## src/rtl/led_pattern_sequencer_if.sv

```systemverilog
// Bus bundle for led_pattern_sequencer.
// rx_data/rx_valid : byte stream from the UART receiver.
// tx_data/tx_valid/tx_ready : response byte to the UART transmitter (valid/ready).
// led_data/led_valid : pattern to the LED driver, strobed on every update.
// mode/err : current display mode and sticky error flag.
// The master modport is the environment (UART + LED driver); slave is the sequencer.
interface led_pattern_sequencer_if;
  logic [7:0] rx_data;
  logic       rx_valid;
  logic [7:0] tx_data;
  logic       tx_valid;
  logic       tx_ready;
  logic [7:0] led_data;
  logic       led_valid;
  logic [1:0] mode;
  logic       err;

  modport master (
    output rx_data, rx_valid, tx_ready,
    input  tx_data, tx_valid, led_data, led_valid, mode, err
  );

  modport slave (
    input  rx_data, rx_valid, tx_ready,
    output tx_data, tx_valid, led_data, led_valid, mode, err
  );
endinterface

```

## src/rtl/led_pattern_sequencer.sv

```systemverilog
// UART-commanded LED pattern sequencer.
// Parses 3-byte frames (0xA5, cmd, arg), applies static/blink/chase/clear commands,
// answers ACK (0x06) or NAK (0x15) and steps animated patterns every TICK_DIV cycles.
// Ports:
//   clk   : clock, rising edge
//   reset : synchronous, active-high
//   bus   : slave side of led_pattern_sequencer_if (rx, tx handshake, LED, mode, err)
module led_pattern_sequencer #(
  parameter int unsigned TICK_DIV     = 200_000_000,
  parameter int unsigned BYTE_TIMEOUT = 1_000_000
) (
  input  logic                    clk,
  input  logic                    reset,
  led_pattern_sequencer_if.slave  bus
);

  localparam int unsigned TickW = (TICK_DIV > 1) ? $clog2(TICK_DIV) : 1;
  localparam int unsigned IdleW = (BYTE_TIMEOUT > 1) ? $clog2(BYTE_TIMEOUT) : 1;
  localparam logic [TickW-1:0] TickLast = TickW'(TICK_DIV - 1);
  localparam logic [IdleW-1:0] IdleLast = IdleW'(BYTE_TIMEOUT - 1);

  localparam logic [7:0] Header   = 8'hA5;
  localparam logic [7:0] RespAck  = 8'h06;
  localparam logic [7:0] RespNak  = 8'h15;
  localparam logic [7:0] CmdStat  = 8'h01;
  localparam logic [7:0] CmdBlink = 8'h02;
  localparam logic [7:0] CmdChase = 8'h03;
  localparam logic [7:0] CmdClear = 8'h04;

  typedef enum logic [1:0] {StIdle, StCmd, StArg, StAck} state_e;
  typedef enum logic [1:0] {ModeStatic = 2'd0, ModeBlink = 2'd1, ModeChase = 2'd2} mode_e;

  state_e           st_q;
  mode_e            mode_q;
  logic [7:0]       cmd_q;
  logic [7:0]       pattern_q;
  logic             phase_q;
  logic [TickW-1:0] tick_cnt_q;
  logic [IdleW-1:0] idle_cnt_q;
  logic [7:0]       led_data_q;
  logic             led_valid_q;
  logic [7:0]       tx_data_q;
  logic             tx_valid_q;
  logic             err_q;

  logic       tick;
  logic       cmd_ok;
  logic [7:0] new_pat;
  mode_e      new_mode;

  assign tick   = (tick_cnt_q == TickLast);
  assign cmd_ok = (cmd_q >= CmdStat) && (cmd_q <= CmdClear);

  always_comb begin
    new_pat  = (cmd_q == CmdClear) ? 8'h00 : bus.rx_data;
    new_mode = ModeStatic;
    case (cmd_q)
      CmdBlink: new_mode = ModeBlink;
      CmdChase: new_mode = ModeChase;
      default:  new_mode = ModeStatic;
    endcase
  end

  always_ff @(posedge clk) begin
    if (reset) begin
      st_q        <= StIdle;
      mode_q      <= ModeStatic;
      cmd_q       <= 8'h00;
      pattern_q   <= 8'h00;
      phase_q     <= 1'b1;
      tick_cnt_q  <= '0;
      idle_cnt_q  <= '0;
      led_data_q  <= 8'h00;
      led_valid_q <= 1'b0;
      tx_data_q   <= 8'h00;
      tx_valid_q  <= 1'b0;
      err_q       <= 1'b0;
    end else begin
      led_valid_q <= 1'b0;
      tick_cnt_q  <= tick ? '0 : tick_cnt_q + 1'b1;

      // Pattern animation; command execution below overrides these assignments.
      if (tick) begin
        case (mode_q)
          ModeBlink: begin
            phase_q     <= ~phase_q;
            led_data_q  <= phase_q ? 8'h00 : pattern_q;
            led_valid_q <= 1'b1;
          end
          ModeChase: begin
            led_data_q  <= {led_data_q[6:0], led_data_q[7]};
            led_valid_q <= 1'b1;
          end
          default: ;
        endcase
      end

      unique case (st_q)
        StIdle: begin
          if (bus.rx_valid && bus.rx_data == Header) begin
            st_q       <= StCmd;
            idle_cnt_q <= '0;
          end
        end
        StCmd, StArg: begin
          if (bus.rx_valid) begin
            idle_cnt_q <= '0;
            if (st_q == StCmd) begin
              cmd_q <= bus.rx_data;
              st_q  <= StArg;
            end else begin
              st_q       <= StAck;
              tx_valid_q <= 1'b1;
              if (cmd_ok) begin
                tx_data_q   <= RespAck;
                pattern_q   <= new_pat;
                mode_q      <= new_mode;
                phase_q     <= 1'b1;
                led_data_q  <= new_pat;
                led_valid_q <= 1'b1;
                tick_cnt_q  <= '0;
              end else begin
                tx_data_q <= RespNak;
                err_q     <= 1'b1;
              end
            end
          end else if (idle_cnt_q == IdleLast) begin
            // Inter-byte timeout: abandon the frame silently.
            st_q  <= StIdle;
            err_q <= 1'b1;
          end else begin
            idle_cnt_q <= idle_cnt_q + 1'b1;
          end
        end
        StAck: begin
          if (bus.rx_valid) err_q <= 1'b1;
          if (bus.tx_ready) begin
            tx_valid_q <= 1'b0;
            st_q       <= StIdle;
          end
        end
        default: st_q <= StIdle;
      endcase
    end
  end

  assign bus.led_data  = led_data_q;
  assign bus.led_valid = led_valid_q;
  assign bus.tx_data   = tx_data_q;
  assign bus.tx_valid  = tx_valid_q;
  assign bus.mode      = mode_q;
  assign bus.err       = err_q;

endmodule

```

## src/flat_wrapper.sv

```systemverilog
// flat-port wrapper written by rule: the top's interface ports become plain ports
module led_pattern_sequencer_flat 
#(
  parameter int unsigned TICK_DIV     = 200_000_000,
  parameter int unsigned BYTE_TIMEOUT = 1_000_000
)
  (clk, reset, bus_rx_data, bus_rx_valid, bus_tx_ready, bus_tx_data, bus_tx_valid, bus_led_data, bus_led_valid, bus_mode, bus_err);
  led_pattern_sequencer_if bus_i ();
  input  logic clk;
  input  logic reset;
  input wire logic [$bits(bus_i.rx_data)-1:0] bus_rx_data;
  input wire logic [$bits(bus_i.rx_valid)-1:0] bus_rx_valid;
  input wire logic [$bits(bus_i.tx_ready)-1:0] bus_tx_ready;
  output wire logic [$bits(bus_i.tx_data)-1:0] bus_tx_data;
  output wire logic [$bits(bus_i.tx_valid)-1:0] bus_tx_valid;
  output wire logic [$bits(bus_i.led_data)-1:0] bus_led_data;
  output wire logic [$bits(bus_i.led_valid)-1:0] bus_led_valid;
  output wire logic [$bits(bus_i.mode)-1:0] bus_mode;
  output wire logic [$bits(bus_i.err)-1:0] bus_err;
  assign bus_i.rx_data = bus_rx_data;
  assign bus_i.rx_valid = bus_rx_valid;
  assign bus_i.tx_ready = bus_tx_ready;
  assign bus_tx_data = bus_i.tx_data;
  assign bus_tx_valid = bus_i.tx_valid;
  assign bus_led_data = bus_i.led_data;
  assign bus_led_valid = bus_i.led_valid;
  assign bus_mode = bus_i.mode;
  assign bus_err = bus_i.err;
  led_pattern_sequencer #(.TICK_DIV(TICK_DIV), .BYTE_TIMEOUT(BYTE_TIMEOUT)) u_core (.clk(clk), .reset(reset), .bus(bus_i));
endmodule
```

## config.mk

```make
export PLATFORM = sky130hd
export DESIGN_NAME = led_pattern_sequencer_flat
export DESIGN_NICKNAME = d
export VERILOG_FILES = /design/src/rtl/led_pattern_sequencer_if.sv /design/src/rtl/led_pattern_sequencer.sv /design/src/flat_wrapper.sv
export SDC_FILE = /design/constraint.sdc
export NUM_CORES = 1
export LEC_CHECK = 0
export BUFFER_PORTS_ARGS = -buffer_cell sky130_fd_sc_hd__clkbuf_2
export CAP_MARGIN = 0
export CORE_ASPECT_RATIO = 1.5
export CORE_MARGIN = 2
export CORE_UTILIZATION = 45
export CTS_CLUSTER_DIAMETER = 200
export DETAILED_ROUTE_END_ITERATION = 7
export PLACE_DENSITY = 0.65
export SETUP_SLACK_MARGIN = 0.1
export SYNTH_ARGS = -nofsm -noshare
export SYNTH_HDL_FRONTEND = slang
export SYNTH_SLANG_ARGS = --single-unit
```

## constraint.sdc

```tcl
create_clock -name clk -period 2.1 [get_ports clk]
set_input_delay 0.105 -clock clk [delete_from_list [all_inputs] [get_ports clk]]
set_output_delay 0.105 -clock clk [all_outputs]
set_load 0.05 [all_outputs]
```

==> impl_metrics.csv <==
group,metric,value,unit
setup_path,cp.required,2370,ps
place,gp_congestion,0.865,
clock_network,clk_latency,340,ps
die,rows,41,
status,outcome,"complete, no violations",
drt,wire_per_inst,15.0,um
sta,period_needed,2000,ps
power,clkPwrFrac,41.1,%
job,drv_cap,0,
yosys,synth_common_cells,"83 x dfxtp_1, 62 x nor2_1, 40 x nand2_1",
sta,hold_violations,0,
die,boundaryPins,33,
drt,drcViolationCount,0,
yosys,yosysSeqAreaShare,42.1,%
power,switching_power,0.000964,W
worst_hold_path,hold_path_startpoint,"bus_rx_data[3]",
setup_path,r2r_slack,100,ps
power,seqPwrFrac,44.6,%
clock_network,htree_levels,3,
final_layout,fill_cells,776,
place,port_buffers,28,
global_routing,gr-usage-met1,22.6,%
final_layout,layout.nets,534,
sta,clock_skew,8.57,ps
setup_path,start_kind,"flip-flop",
yosys,synthArstFlopShare,0,%
yosys,yosysTopAreaCellShare,42.1,%
global_routing,gr-max-usage-layer,"met2",
global_routing,grt.met3_usage,4.27,%
sta,rsz0062_at_grt,"yes",
sta,timing.setup.tns,0,ps
clock_network,root_buffer,"clkbuf_16",
power,combPwrFrac,14.3,%
setup_path,critPathMaxFanout,5,
worst_hold_path,whs_endpoint,"u_core.pattern_q[3]",
sta,fin_crit_sh,95.2,%
drt,wl,9340,um
power,power_density,750,mW/mm^2
global_routing,grt_use_met2,36.1,%
sta,drv_slew,0,
yosys,ys.warnings.count,0,
final_layout,drive_above_1_share,24.4,%
worst_hold_path,hold_depth,3,
yosys,netlist_area,0.00395,mm^2
drt,viasPerCell,5.54,
global_routing,grt_pass1_wl,15300,um
drt,via_count,3450,
drt,antenna_left,0,
power,max-vdd-ir-drop,0.574,mV
global_routing,grt_max_degree,21,
die,die_w,80.5,um
die,start_util,46.7,%
setup_path,critPathKind,"flip-flop to flip-flop",
yosys,synth_edf_count,0,
die,core,0.00846,mm^2
power,power.leakage,1.79,nW
yosys,synthDistinctLibCells,54,
drt,dr.pass1.iters,6,
global_routing,grt_pass1_vias,3421,
clock_network,cts_sinks,83,
yosys,yosys_most_used_dff,"dfxtp_1",
setup_path,cp_data_arrival_time,2270,ps
yosys,yosysMostFrequentCell,"dfxtp_1",
sta,timing.fmax,0.500,GHz
worst_hold_path,hp-class,"input pin to flip-flop",
clock_network,cts.reportedPaths.clkPinSlew,60,ps
setup_path,timing.rr.end,"u_core.idle_cnt_q[8]",
sta,relSlewSlack,66.6,%
yosys,ys_seq_elements,83,
yosys,syn_inst,457,
place,place_hpwl,6690,um
setup_path,reg2regPathDepth,7,
yosys,yosysTopAreaCell,"dfxtp_1",
global_routing,track_usage,20.3,%
setup_path,r2r-start,"u_core.idle_cnt_q[6]",
yosys,synth_area_leaders,"dfxtp_1 42%, nor2_1 5.9%, xnor2_1 4.2%",
clock_network,cts_buffer_depth,2,
sta,tightest_slew,499,ps
setup_path,cp-end-kind,"flip-flop",
power,switching_share,26.2,%
drt,initialDrtViolationCount,166,
global_routing,grt_overflow_total,0,
power,p_total,0.00367,W
yosys,avgSynthCellArea,8.65,um^2
clock_network,numCtsBuffers,9,
die,dieHeight,119,um
final_layout,n_antenna_cell,0,
die,die_area,0.00956,mm^2
power,intPower,0.00271,W
final_layout,area_growth,23.9,%
global_routing,grt_antenna_before_repair,0,
clock_network,cts_tree,"yes",
sta,setup_viol,0,
[power by group through the flow]
| stage | clock network (W) | logic (W) | registers, W |
|---|---|---|---|
| after floorplan | 0 | 0.000258 | 0.00174 |
| after global placement | 0 | 0.000462 | 0.00167 |
| after CTS | 0.00155 | 0.000499 | 0.00164 |
| after detailed placement | 0 | 0.000466 | 0.00167 |
| final | 0.00151 | 0.000525 | 0.00164 |
| after global routing | 0.00161 | 0.000566 | 0.00164 |
[cells in the final DEF, fill, tap and decap left out, types with 6 or more instances in the layout]
cell type	n
dfxtp_2	7
nand2b_1	6
xnor2_1	19
nand4_1	15
ha_1	6
o21ai_0	16
inv_1	15
xor2_1	9
clkbuf_16	9
nand3_1	18
buf_4	27
a21oi_1	21
dfxtp_1	74
clkbuf_2	28
nand2_1	39
a22o_1	7
or3_1	12
nor2_1	62
mux2i_1	15
[how the worst max path moves through the flow]
stage                     startpoint                endpoint  slack, ps  cells past startpoint
6_report        u_core.idle_cnt_q[6]    u_core.idle_cnt_q[8]        100                      7
5_1_grt        u_core.tick_cnt_q[20]  u_core.bus.led_data[0]       -0.8                      7
2_1_floorplan   u_core.tick_cnt_q[1]  u_core.bus.led_data[6]        110                      7
4_1_cts               u_core.st_q[0]   u_core.idle_cnt_q[10]         80                      7
3_5_place_dp          u_core.st_q[1]   u_core.idle_cnt_q[18]         -6                      7
3_3_place_gp          u_core.st_q[1]   u_core.idle_cnt_q[18]         70                      7
[cell type report]
class                           count  area (um^2)  share of cell area, %
Multi-Input combinational cell    340         2300                   46.9
Sequential cell                    83         1680                   34.3
Timing Repair Buffer               62          439                   8.97
Clock buffer                        9          225                   4.60
Tap cell                          107          134                   2.73
Inverter                           17         68.8                   1.41
Clock inverter                      5         56.3                   1.15
[flip-flops by register name, indices dropped and copies added (netlist names), 2 cells and up]
signal               flops
u_core.pattern_q         8
u_core.bus.led_data      8
u_core.st_q              2
u_core.cmd_q             8
u_core.idle_cnt_q       20
u_core.bus.tx_data       3
u_core.tick_cnt_q       28
u_core.bus.mode          2
[worst max-delay path, cell delays in order, from the launching register on]
cell	delay [ps]
dfxtp_2	340
or4_4	530
nor4_4	330
buf_4	180
a21o_2	180
buf_6	130
o21ai_0	100
a21oi_2	150
[through the flow]
| stage | cell area, um^2 | worst slack, ps | instances | hold slack (ps) | utilization, % |
|---|---|---|---|---|---|
| floorplan | 3990 | 113 | 460 | 214 | - |
| global placement | 4380 | 67.2 | 602 | 359 | 51.8 |
| detailed placement | 4380 | -5.78 | 602 | 364 | 51.8 |
| CTS | 4740 | 80.7 | 619 | 2.66 | 56.0 |
| global route | 4900 | -0.801 | 623 | 25.8 | 57.9 |
| finish | 4900 | 102 | 623 | 15.8 | 57.9 |
[layer usage]
layer,up-vias,part of all wire [%]
met2,46,54
met1,1658,41
li1,1733,-
met4,0,1.9
met5,-,0
met3,13,2.4
[cells by family (layout without fill, tap and decap cells)]
logic type               after synthesis  in the layout  share of synthesized area [%]
AND/OR/NAND/NOR                      205            205                           27.9
other                                  1              4                         0.0949
flip-flops                            83             83                           42.1
AO/OA/AOI/OAI                         77             78                           12.4
buffers and inverters                 38             93                           4.37
multiplexers                          16             16                           4.05
adder cells (fa/ha/maj)                9              9                           2.85
XOR/XNOR                              28             28                           6.21
[repair_timing]
action,CTS,global route
buffers inserted,2,4
hold endpoints to repair,0,0
resized for setup,13,37
gates cloned,1,0
pin swaps,4,20
hold buffers,0,0
endpoints found under the setup margin,30,48
Note: power is estimated with default switching activity, not from simulation.
